File: config.mk
export PLATFORM = sky130hd
export DESIGN_NAME = seg_scan_ctrl
export DESIGN_NICKNAME = d
export VERILOG_FILES = /design/src/rtl/seg_pkg.sv /design/src/rtl/seg_scan_ctrl_hex7seg.sv /design/src/rtl/seg_scan_ctrl.sv
export SDC_FILE = /design/constraint.sdc
export NUM_CORES = 1
export LEC_CHECK = 0
export ABC_AREA = 0
export CORE_MARGIN = 5
export CORE_UTILIZATION = 55
export CTS_CLUSTER_DIAMETER = 200
export CTS_CLUSTER_SIZE = 8
export DETAILED_ROUTE_END_ITERATION = 10
export PLACE_DENSITY = 0.76
export SLEW_MARGIN = 20
export SYNTH_ARGS = -nofsm -noshare
export SYNTH_HDL_FRONTEND = slang
export SYNTH_SLANG_ARGS = --single-unit
File: constraint.sdc
create_clock -name CLK -period 2.5 [get_ports CLK]
set_input_delay 0.375 -clock CLK [delete_from_list [all_inputs] [get_ports CLK]]
set_output_delay 0.375 -clock CLK [all_outputs]
set_load 0.01 [all_outputs]
File: src/rtl/seg_pkg.sv
// Shared types and constants for the seven-segment scan controller:
// scan FSM states, the all-segments-off pattern and the hex glyph table.
package seg_pkg;

   typedef enum logic [1:0] {
      StIdle,
      StBlank,
      StDrive
   } scan_state_e;

   localparam logic [6:0] SEG_OFF = 7'h7F;

   // Active-low {g,f,e,d,c,b,a}; entry [n] is the glyph for nibble n.
   localparam logic [15:0][6:0] HEX_GLYPH = {
      7'h0E, 7'h06, 7'h21, 7'h46, 7'h03, 7'h08, 7'h10, 7'h00,
      7'h78, 7'h02, 7'h12, 7'h19, 7'h30, 7'h24, 7'h79, 7'h40
   };

endpackage

File: src/rtl/seg_scan_ctrl_hex7seg.sv
// Combinational hex nibble to active-low seven-segment glyph decoder.
module hex7seg
   import seg_pkg::*;
(
   input  logic [3:0] nibble_i,
   output logic [6:0] seg_o
);

   assign seg_o = HEX_GLYPH[nibble_i];

endmodule

File: src/rtl/seg_scan_ctrl.sv
// Multiplexed seven-segment scanner with double-buffered load interface.
// Optional build macro SEG_LEADING_ZERO_BLANK_EN blanks leading zero digits.
module seg_scan_ctrl
   import seg_pkg::*;
#(
   parameter int unsigned N_DIG        = 4,
   parameter int unsigned SLOT_CYCLES  = 3000,
   parameter int unsigned BLANK_CYCLES = 30
) (
   input  logic               CLK,
   input  logic               RST,
   input  logic               EN,
   input  logic               LD_VALID,
   output logic               LD_READY,
   input  logic [4*N_DIG-1:0] LD_DATA,
   input  logic [N_DIG-1:0]   LD_DP,
   output logic [6:0]         SEG,
   output logic               DP,
   output logic [N_DIG-1:0]   AN,
   output logic               FRAME
);

   localparam int unsigned CNT_W = $clog2(SLOT_CYCLES);
   localparam int unsigned IDX_W = (N_DIG > 1) ? $clog2(N_DIG) : 1;
   localparam logic [CNT_W-1:0] BLANK_LAST = CNT_W'(BLANK_CYCLES - 1);
   localparam logic [CNT_W-1:0] SLOT_LAST  = CNT_W'(SLOT_CYCLES - 1);
   localparam logic [IDX_W-1:0] IDX_LAST   = IDX_W'(N_DIG - 1);

   if (!(BLANK_CYCLES > 0 && BLANK_CYCLES < SLOT_CYCLES)) begin : g_bad_params
      $error("seg_scan_ctrl: BLANK_CYCLES must satisfy 0 < BLANK_CYCLES < SLOT_CYCLES");
   end

   scan_state_e        state_q;
   logic [CNT_W-1:0]   cnt_q;
   logic [IDX_W-1:0]   idx_q;
   logic [4*N_DIG-1:0] pend_data_q, act_data_q;
   logic [N_DIG-1:0]   pend_dp_q, act_dp_q;
   logic               pend_full_q, pend_full_d;
   logic               ld_ready_q;
   logic [6:0]         seg_q;
   logic               dp_q;
   logic [N_DIG-1:0]   an_q;
   logic               frame_q;

   logic       boundary, ld_accept, xfer, lz_blank;
   logic [3:0] act_nib;
   logic [6:0] glyph;

   assign boundary  = (state_q == StDrive) && (idx_q == IDX_LAST) && (cnt_q == SLOT_LAST);
   assign ld_accept = LD_VALID && ld_ready_q;
   // While dark there is no frame to tear, so a full pending buffer moves over at once.
   assign xfer      = pend_full_q && (boundary || !EN);

   always_comb begin
      pend_full_d = pend_full_q;
      if (xfer) begin
         pend_full_d = 1'b0;
      end else if (ld_accept) begin
         pend_full_d = 1'b1;
      end
   end

   assign act_nib = act_data_q[{idx_q, 2'b00} +: 4];

   hex7seg u_hex7seg (
      .nibble_i (act_nib),
      .seg_o    (glyph)
   );

`ifdef SEG_LEADING_ZERO_BLANK_EN
   logic [IDX_W-1:0] msd;

   // Highest nonzero digit; digit 0 is the floor so it always displays.
   always_comb begin
      msd = '0;
      for (int unsigned i = 1; i < N_DIG; i++) begin
         if (act_data_q[4*i +: 4] != 4'h0) begin
            msd = IDX_W'(i);
         end
      end
   end

   assign lz_blank = (idx_q > msd);
`else
   assign lz_blank = 1'b0;
`endif

   always_ff @(posedge CLK) begin
      if (RST) begin
         pend_data_q <= '0;
         pend_dp_q   <= '0;
         act_data_q  <= '0;
         act_dp_q    <= '0;
         pend_full_q <= 1'b0;
         ld_ready_q  <= 1'b1;
      end else begin
         if (ld_accept) begin
            pend_data_q <= LD_DATA;
            pend_dp_q   <= LD_DP;
         end
         if (xfer) begin
            act_data_q <= pend_data_q;
            act_dp_q   <= pend_dp_q;
         end
         pend_full_q <= pend_full_d;
         ld_ready_q  <= !pend_full_d;
      end
   end

   always_ff @(posedge CLK) begin
      if (RST) begin
         state_q <= StIdle;
         cnt_q   <= '0;
         idx_q   <= '0;
         seg_q   <= SEG_OFF;
         dp_q    <= 1'b1;
         an_q    <= '1;
         frame_q <= 1'b0;
      end else begin
         frame_q <= boundary && EN;
         if (state_q == StDrive) begin
            an_q  <= ~(N_DIG'(1) << idx_q);
            seg_q <= lz_blank ? SEG_OFF : glyph;
            dp_q  <= lz_blank | ~act_dp_q[idx_q];
         end else begin
            an_q  <= '1;
            seg_q <= SEG_OFF;
            dp_q  <= 1'b1;
         end

         if (!EN) begin
            state_q <= StIdle;
            cnt_q   <= '0;
            idx_q   <= '0;
         end else begin
            case (state_q)
               StIdle: begin
                  state_q <= StBlank;
               end
               StBlank: begin
                  cnt_q <= cnt_q + 1'b1;
                  if (cnt_q == BLANK_LAST) begin
                     state_q <= StDrive;
                  end
               end
               StDrive: begin
                  if (cnt_q == SLOT_LAST) begin
                     cnt_q   <= '0;
                     state_q <= StBlank;
                     idx_q   <= (idx_q == IDX_LAST) ? '0 : idx_q + 1'b1;
                  end else begin
                     cnt_q <= cnt_q + 1'b1;
                  end
               end
               default: begin
                  state_q <= StIdle;
               end
            endcase
         end
      end
   end

   assign LD_READY = ld_ready_q;
   assign SEG      = seg_q;
   assign DP       = dp_q;
   assign AN       = an_q;
   assign FRAME    = frame_q;

endmodule

**Word level (Yosys, flattened, before mapping)**

Memories as Yosys holds them, arrays and structs flattened. A register that Yosys moved wholly into a read port is not among the register bits.
Index checks and enable logic that the tools add are counted.

- Logic and storage cells: 53
- Input bits: 24
- Memories: 1
- Register bits after elaboration: 64
- Output and inout port bits: 14
- ROM bits: 112

Memory list:

| name | depth | bits a word | rd ports | clocked after memory_dff | write ports | line | source |
|---|---|---|---|---|---|---|---|
| (no name shown) | 16 | 7 | 1 | 1 | 0 | seg_scan_ctrl_hex7seg.sv:9 | `assign seg_o = HEX_GLYPH[nibble_i];` |

- Multiplexer cells: 10
- Add/sub/neg operators: 2
- Bitwise logic cells: 4
- Eq/ne operators: 7
- $lt $le $gt $ge: 1
- Reductions and logical operators: 14
- Shifts and indexed selects: 2

Operators by type and width:

| kind | number |
|---|---|
| $pmux 12 s2 | 1 |
| $shiftx 16x5->4 | 1 |
| $add 12x1->12 const B | 1 |
| $eq 12x12->1 const B | 1 |
| $eq 12x5->1 const B | 1 |
| $mux 12 | 1 |
| $mux 2 | 3 |
| $pmux 2 s3 | 1 |
| $logic_and 1x1->1 | 5 |
| $eq 2x2->1 const B | 2 |
| $not 4->4 | 1 |
| $reduce_and 2->1 | 2 |
| $reduce_or 2->1 | 2 |
| $shl 1x2->4 const A | 1 |
| $lt 2x3->1 const B | 1 |
| $mux 1 | 3 |
| $not 1->1 | 3 |
| $add 2x1->2 const B | 1 |
| $bmux 1 s2 | 1 |
| $eq 2x1->1 const B | 1 |
| $logic_not 1->1 | 2 |
| $logic_not 2->1 | 1 |
| $ne 2x1->1 const B | 1 |
| $ne 2x2->1 const B | 1 |
| 2 further kinds | 2 |

**Logic depth before layout (Yosys ltp)**

Gate-level depths: netlist of run 1.

- Depth in word-level cells: 7
- Mapped depth: 7

**Hierarchy**

A second synthesis of run 1 with hierarchy kept.

- Cells, all modules: 330
- Area, all modules: 3084.2 µm²

By module, submodules not included:

| module | instances | cells an instance | area an instance (µm²) |
|---|---|---|---|
| seg_scan_ctrl | 1 | 298 | 2808.9 |
| hex7seg | 1 | 32 | 275.3 |

**Least setup slack after synthesis of run 1**

OpenSTA, ideal clock, no wires.

- Path kind: register -> register
- Start: reg idx_q[0]
- End: reg seg_q[3], in the netlist SEG[3]
- Stages on the path, launching flop included: 7
- Clock period less this slack: 1.873 ns
- Setup slack: 0.627 ns
- Arrival time: 1.746 ns
- Buffers on the path: 1
- Library setup time: 0.127 ns
- Cells stage by stage: dfxtp_1 > buf_6 > mux4_2 > ha_1 > mux2_2 > nor4_1 > a31oi_1

- Longest elaborated chain between the ends: 1

RTL lines:

| what | line | source |
|---|---|---|
| from (decl) | seg_scan_ctrl.sv:35 | `logic [IDX_W-1:0] idx_q;` |
| from (signal assigned) | seg_scan_ctrl.sv:150 | `idx_q <= (idx_q == IDX_LAST) ? '0 : idx_q + 1'b1;` |
| $shiftx 16x5->4 | seg_scan_ctrl.sv:63 | `assign act_nib = act_data_q[{idx_q, 2'b00} +: 4];` |
| to (decl) | seg_scan_ctrl.sv:40 | `logic [6:0] seg_q;` |

Every way passes these cells.
A chain may end at the register's enable or synchronous reset.

**Final worst setup path of run 1**

Same ends and word-level chain as after synthesis.

==> results_dict.tcl, run 1 <==
set metrics [dict create \
    outcome "finished, final reports clean" \
    hold_violations 0 \
    clk_pin_slew_ns 0.08 \
    p_comb_frac 0.073 \
    async_flop_share 0 \
    postRouteWirelength_mm 5.78 \
    drc 0 \
    seqPwrFrac 0.528 \
    synth_area_leaders "dfxtp_1 44%, nand2b_1 8.1%, mux2i_1 7.1%" \
    power_density_nw_per_um2 586 \
    max_freq_mhz 485 \
    post_cts_buffers 0 \
    syn_nets 387 \
    synth_compound_area_frac 0.0806 \
    die-area_um2 7530 \
    synth_top_family_by_area "simple AND/OR/NAND/NOR gates" \
    tritoncts "built" \
    synth.top_cells.by_count "71 x dfxtp_1, 55 x nand2_1, 42 x nand2b_1, 25 x a21oi_1, 25 x nor2_1" \
    grt_remaining_overflow 0 \
    crit_fanout 5 \
    p_clk_frac 0.399 \
    fp.dieH_um 86.8 \
    clockBufferDepth 2 \
    nets 418 \
    io-pin-count 38 \
    netlist_area_um2 3240 \
    hold-worst-slack_ns 0.455 \
    hold_path_class "reg -> reg" \
    cts_hold_buf 0 \
    grt_pass1_wl_mm 10.0 \
    drt_iter0_markers 98 \
    crit_start "idx_q[0]" \
    rsz0062_at_grt "no" \
    grt_pass1_vias 2212 \
    diodes 0 \
    min-delay-start "pend_data_q[8]" \
    core_um2 5820 \
    cts_inserted_buffers 9 \
    min_period_ns 2.06 \
    ir_drop_v 0.000352 \
    synth_cell_type_count 41 \
    slew_violations 0 \
    htreeDepth 3 \
    worst_pin_slew_ns 0.798 \
    synthAdderAreaFrac 0.0617 \
    netlist.area_leader.share 0.438 \
    track_usage 0.168 \
    yosys.area_share.simple 0.226 \
    fin_skew_ns 0.0106 \
    row_count 28 \
    stdcell_area_um2 3810 \
    synth_most_common_cell "dfxtp_1" \
    synth_edf_count 0 \
    start_kind "flip-flop" \
    place_hpwl_mm 3.99 \
    synth-main-ff-cell "dfxtp_1" \
    ys_ff_latch 71 \
    synth_top_area_cell "dfxtp_1" \
    worstPathRequired_ns 2.67 \
    synth_xor_area_frac 0.0297 \
    start_util 0.558 \
    reg2reg_from "idx_q[0]" \
    worst_slew_margin_rel 0.466 \
    vias 2382 \
    grt_max_degree 63 \
    syn_area_per_cell_um2 9.35 \
    p_leak_nw 1.48 \
    synthMuxAreaShare 0.117 \
    setup_tns_ns 0 \
    cts_resized 0 \
    switching_share 0.236 \
    viasPerCell 5.20 \
    clock_sinks 71 \
    layout-drive-gt1-share 0.0783 \
    gp_congestion 0.827 \
    yosysSeqAreaShare 0.438 \
    max_cap_viol_count 0 \
    syn_to_final_growth_pct 17.5 \
    antenna_found_initial 0 \
    clk_latency_ns 0.35 \
    cp-end-kind "flip-flop" \
    internal-power_mw 1.71 \
    path_class "reg -> reg" \
    postSynthCellCount 347 \
    power.switching_mw 0.526 \
    postRouteAntennaNets 0 \
    root_buffer "clkbuf_8" \
    drtPass1Iterations 5 \
    io_buffers 37 \
    finalSetupViolCount 0 \
    fin_crit_sh 0.825 \
    ys.warnings.count 0 \
    placed_cell_area_um2 3620 \
    wire_per_inst_um 12.6 \
    worst_ep_arrival_time_ns 2.23 \
    die_x_um 86.8 \
]
==> final timing paths <==
path               endpoint  slack (ns)  cells past startpoint
min reg2reg  pend_data_q[8]        0.45                      2
max                  SEG[3]        0.44                      5
min          pend_data_q[8]        0.45                      2
max reg2reg          SEG[3]        0.44                      5
==> power groups by stage <==
| stage | combinational [mW] | clock, mW | sequential (mW) |
|---|---|---|---|
| 6_report | 0.164 | 0.891 | 1.18 |
| 3_3_place_gp | 0.162 | 0 | 1.20 |
| 2_1_floorplan | 0.110 | 0 | 1.20 |
| 4_1_cts | 0.165 | 0.911 | 1.18 |
| 5_1_grt | 0.182 | 0.961 | 1.18 |
| 3_5_place_dp | 0.164 | 0 | 1.20 |
==> registers in the layout (all words and copies together), names as in the netlist <==
| name | flops |
|---|---|
| act_data_q | 16 |
| pend_data_q | 16 |
| cnt_q | 12 |
| SEG | 7 |
| AN | 4 |
| act_dp_q | 4 |
| pend_dp_q | 4 |
| idx_q | 2 |
| state_q | 2 |
| DP | 1 |
| FRAME | 1 |
| LD_READY | 1 |
| pend_full_q | 1 |
==> per-layer routing <==
layer	global-route usage	vias to the layer above	share of wire
li1	-	1220	-
met1	0.218	1100	0.48
met2	0.261	55	0.45
met3	0.0456	7	0.057
met4	0.0722	0	0.014
met5	0	-	0
==> placed cells by master (no fill, tap or decap), drive strengths merged, types with 2 or more instances in the layout <==
cell           instances
nor3                   4
xor2                   3
nand3                  2
xnor2                  8
nor4                   4
o221ai                 2
o211ai                 4
buf                    3
inv                   11
clkdlybuf4s50         37
clkbuf                11
nand4                  4
a21oi                 25
mux2i                 23
o21ai                  2
ha                    16
nand2                 55
clkinvlp               2
mux2                   3
clkinv                 2
nor2b                  2
dfxtp                 71
a31oi                  2
nor2                  25
nand2b                42
mux4                   5
==> final cells by class <==
type	count	area [um^2]
fill	512	2000
multi-input combinational	245	1670
sequential	71	1420
timing repair buffer	40	393
clock buffer	11	131
tap	75	93.8
clock inverter	5	58.8
inverter	11	41.3
==> metrics by stage <==
stage	instances	power (mW)	util	worst slack, ns
finish	458	2.23	0.655	0.437
floorplan	347	1.31	-	0.627
detailed placement	442	1.37	0.623	0.453
CTS	458	2.25	0.655	0.422
global route	458	2.32	0.655	0.306
global placement	442	1.36	0.623	0.450
==> worst max-delay path, cell delays in order (launching register included) <==
cell and delay [ns]:
dfxtp_1 0.50, mux4_2 0.61, ha_1 0.27, mux2_2 0.27
nor4_1 0.16, a31oi_1 0.08
==> kinds of logic (layout without fill, tap and decap cells) <==
group / count (synthesis) / after routing
mux: 31 / 31
simple gates: 145 / 145
compound gates: 42 / 42
buf+inv: 31 / 67
xor+xnor: 11 / 11
fa+ha+maj: 16 / 16
flops: 71 / 71
No activity file was read; power rests on OpenSTA's default activity.
==> inputs of run 2 (changes only) <==
==> constraint.sdc (replaced) <==
create_clock -name CLK -period 2 [get_ports CLK]
set_input_delay 0.3 -clock CLK [delete_from_list [all_inputs] [get_ports CLK]]
set_output_delay 0.3 -clock CLK [all_outputs]
set_load 0.01 [all_outputs]
==> run 2 against run 1 <==
Count of clock-buffer cells in the layout is 2 lower. Setup slack worse by 0.28 ns. Global-route usage is 0.35 points higher. Combinational power is 37% higher. Sequential power is 25% higher. Non-clock buffer count is 11 higher. Via count is 0.97% lower. Flip-flop and latch count stayed put. Core utilization is 2.3 points higher. Largest power group unchanged.
==> results_dict.tcl, run 2 (synthesis results as in run 1) <==
set metrics [dict create \
    worstPathRequired_ns 2.22 \
    r2r_end "SEG[3]" \
    hold_violations 0 \
    holdPathStages 2 \
    cp-end-kind "flip-flop" \
    clk_latency_ns 0.34 \
    start_kind "flip-flop" \
    whs_endpoint "pend_data_q[14]" \
    worstRegToRegCells 5 \
    post_cts_buffers 0 \
    vias 2359 \
    hold_path_class "reg -> reg" \
    tritoncts "built" \
    min-delay-start "pend_data_q[14]" \
    max_freq_mhz 542 \
    slew_violations 0 \
    internal-power_mw 2.26 \
    drc 0 \
    worst_slew_margin_rel 0.743 \
    grt_max_degree 50 \
    power_density_nw_per_um2 739 \
    start_util 0.558 \
    htreeDepth 3 \
    grt_remaining_overflow 0 \
    die-area_um2 7530 \
    p_clk_frac 0.418 \
    min_period_ns 1.84 \
    outcome "finished, final reports clean" \
    fillers 501 \
    gp_congestion 0.752 \
    postRouteWirelength_mm 6.01 \
    cts_inserted_buffers 9 \
    seq_area_um2 1430 \
    multi_input_area_um2 1670 \
    core_um2 5820 \
    drtPass1Iterations 4 \
    reg_top3 "act_data_q: 16 flops, pend_data_q: 16 flops, cnt_q: 12 flops" \
    fp.dieH_um 86.8 \
    layout-drive-gt1-share 0.112 \
    clockBufferDepth 2 \
    rsz0062_at_grt "no" \
    seqPwrFrac 0.505 \
    grt_pass1_vias 2245 \
    io-pin-count 38 \
    power.switching_mw 0.652 \
    diodes 0 \
    crit_fanout 5 \
    drt_iter0_markers 37 \
    fin_skew_ns 0.00861 \
    worst_pin_slew_ns 0.385 \
    worst_ep_arrival_time_ns 2.06 \
    setup_tns_ns 0 \
    grt_pass1_wl_mm 10.1 \
    postRouteAntennaNets 0 \
    stdcell_area_um2 3950 \
    final_common_cell "dfxtp_1" \
    switching_share 0.224 \
    p_comb_frac 0.077 \
    reg2reg_from "idx_q[0]" \
    max_cap_viol_count 0 \
    clk_pin_slew_ns 0.08 \
    syn_to_final_growth_pct 21.6 \
    fin_crit_sh 0.922 \
    ir_drop_v 0.000430 \
    r2r_slack_ns 0.16 \
    p_leak_nw 1.56 \
    antenna_found_initial 0 \
    io_buffers 37 \
    place_hpwl_mm 4.21 \
    placed_cell_area_um2 3730 \
    row_count 28 \
    root_buffer "clkbuf_8" \
    finalSetupViolCount 0 \
    final_cell_mix "70 x dfxtp_1, 55 x nand2_1, 42 x nand2b_1" \
    wire_per_inst_um 12.8 \
    nets 429 \
    path_class "reg -> reg" \
    die_x_um 86.8 \
    clock_sinks 71 \
    track_usage 0.171 \
    viasPerCell 5.04 \
]
## run 2: what timing repair did
item	in CTS	in global routing
gates resized for setup	0	3
endpoints found under the setup margin	0	22
hold buffers	0	0
endpoints found under the hold margin	0	0
## run 2: worst max-delay path by stage
stage              from      to  slack (ns)  depth (start not counted)
6_report       idx_q[0]  SEG[3]        0.16                          5
5_1_grt        idx_q[0]  SEG[3]       0.006                          5
4_1_cts        idx_q[0]  SEG[3]        0.02                          5
3_5_place_dp   idx_q[0]  SEG[3]        0.04                          5
3_3_place_gp   idx_q[0]  SEG[3]        0.12                          5
2_1_floorplan  idx_q[0]  SEG[3]        0.13                          6
## run 2: metrics by stage
step            util  power [mW]  worst slack, ns  hold WS [ns]  std cells
2_1_floorplan      -        1.64            0.127         0.436        347
4_1_cts        0.677        2.94           0.0183         0.459        468
3_5_place_dp   0.641        1.73           0.0374         0.449        453
5_1_grt        0.678        3.03          0.00647         0.472        468
3_3_place_gp   0.641        1.72            0.121         0.444        453
6_report       0.678        2.91            0.156         0.459        468
## run 2: metal layers
metal | up-vias | GRT usage | share of wire
met4 | 0 | 0.0864 | 0.019
li1 | 1231 | - | -
met5 | - | 0 | 0
met1 | 1075 | 0.206 | 0.47
met3 | 11 | 0.0418 | 0.044
met2 | 42 | 0.283 | 0.47
## run 2: power groups by stage
stage                     clock (mW)  sequential (mW)  combinational, mW
after global placement             0             1.50              0.219
after floorplan                    0             1.50              0.138
final                           1.22             1.47              0.224
after CTS                       1.24             1.47              0.225
after detailed placement           0             1.50              0.224
after global routing            1.31             1.48              0.245
## run 2: cell type report
class	count	area share
Tap cell	75	0.0238
Timing Repair Buffer	51	0.127
Clock buffer	9	0.0314
Inverter	11	0.0105
Multi-Input combinational cell	245	0.424
Sequential cell	71	0.361
Clock inverter	6	0.0219
## run 2: critical path: stages (launching register included)
cell,delay (ns)
dfxtp_4,0.39
mux4_2,0.56
ha_1,0.26
mux2_2,0.28
nor4_1,0.17
a31oi_1,0.07
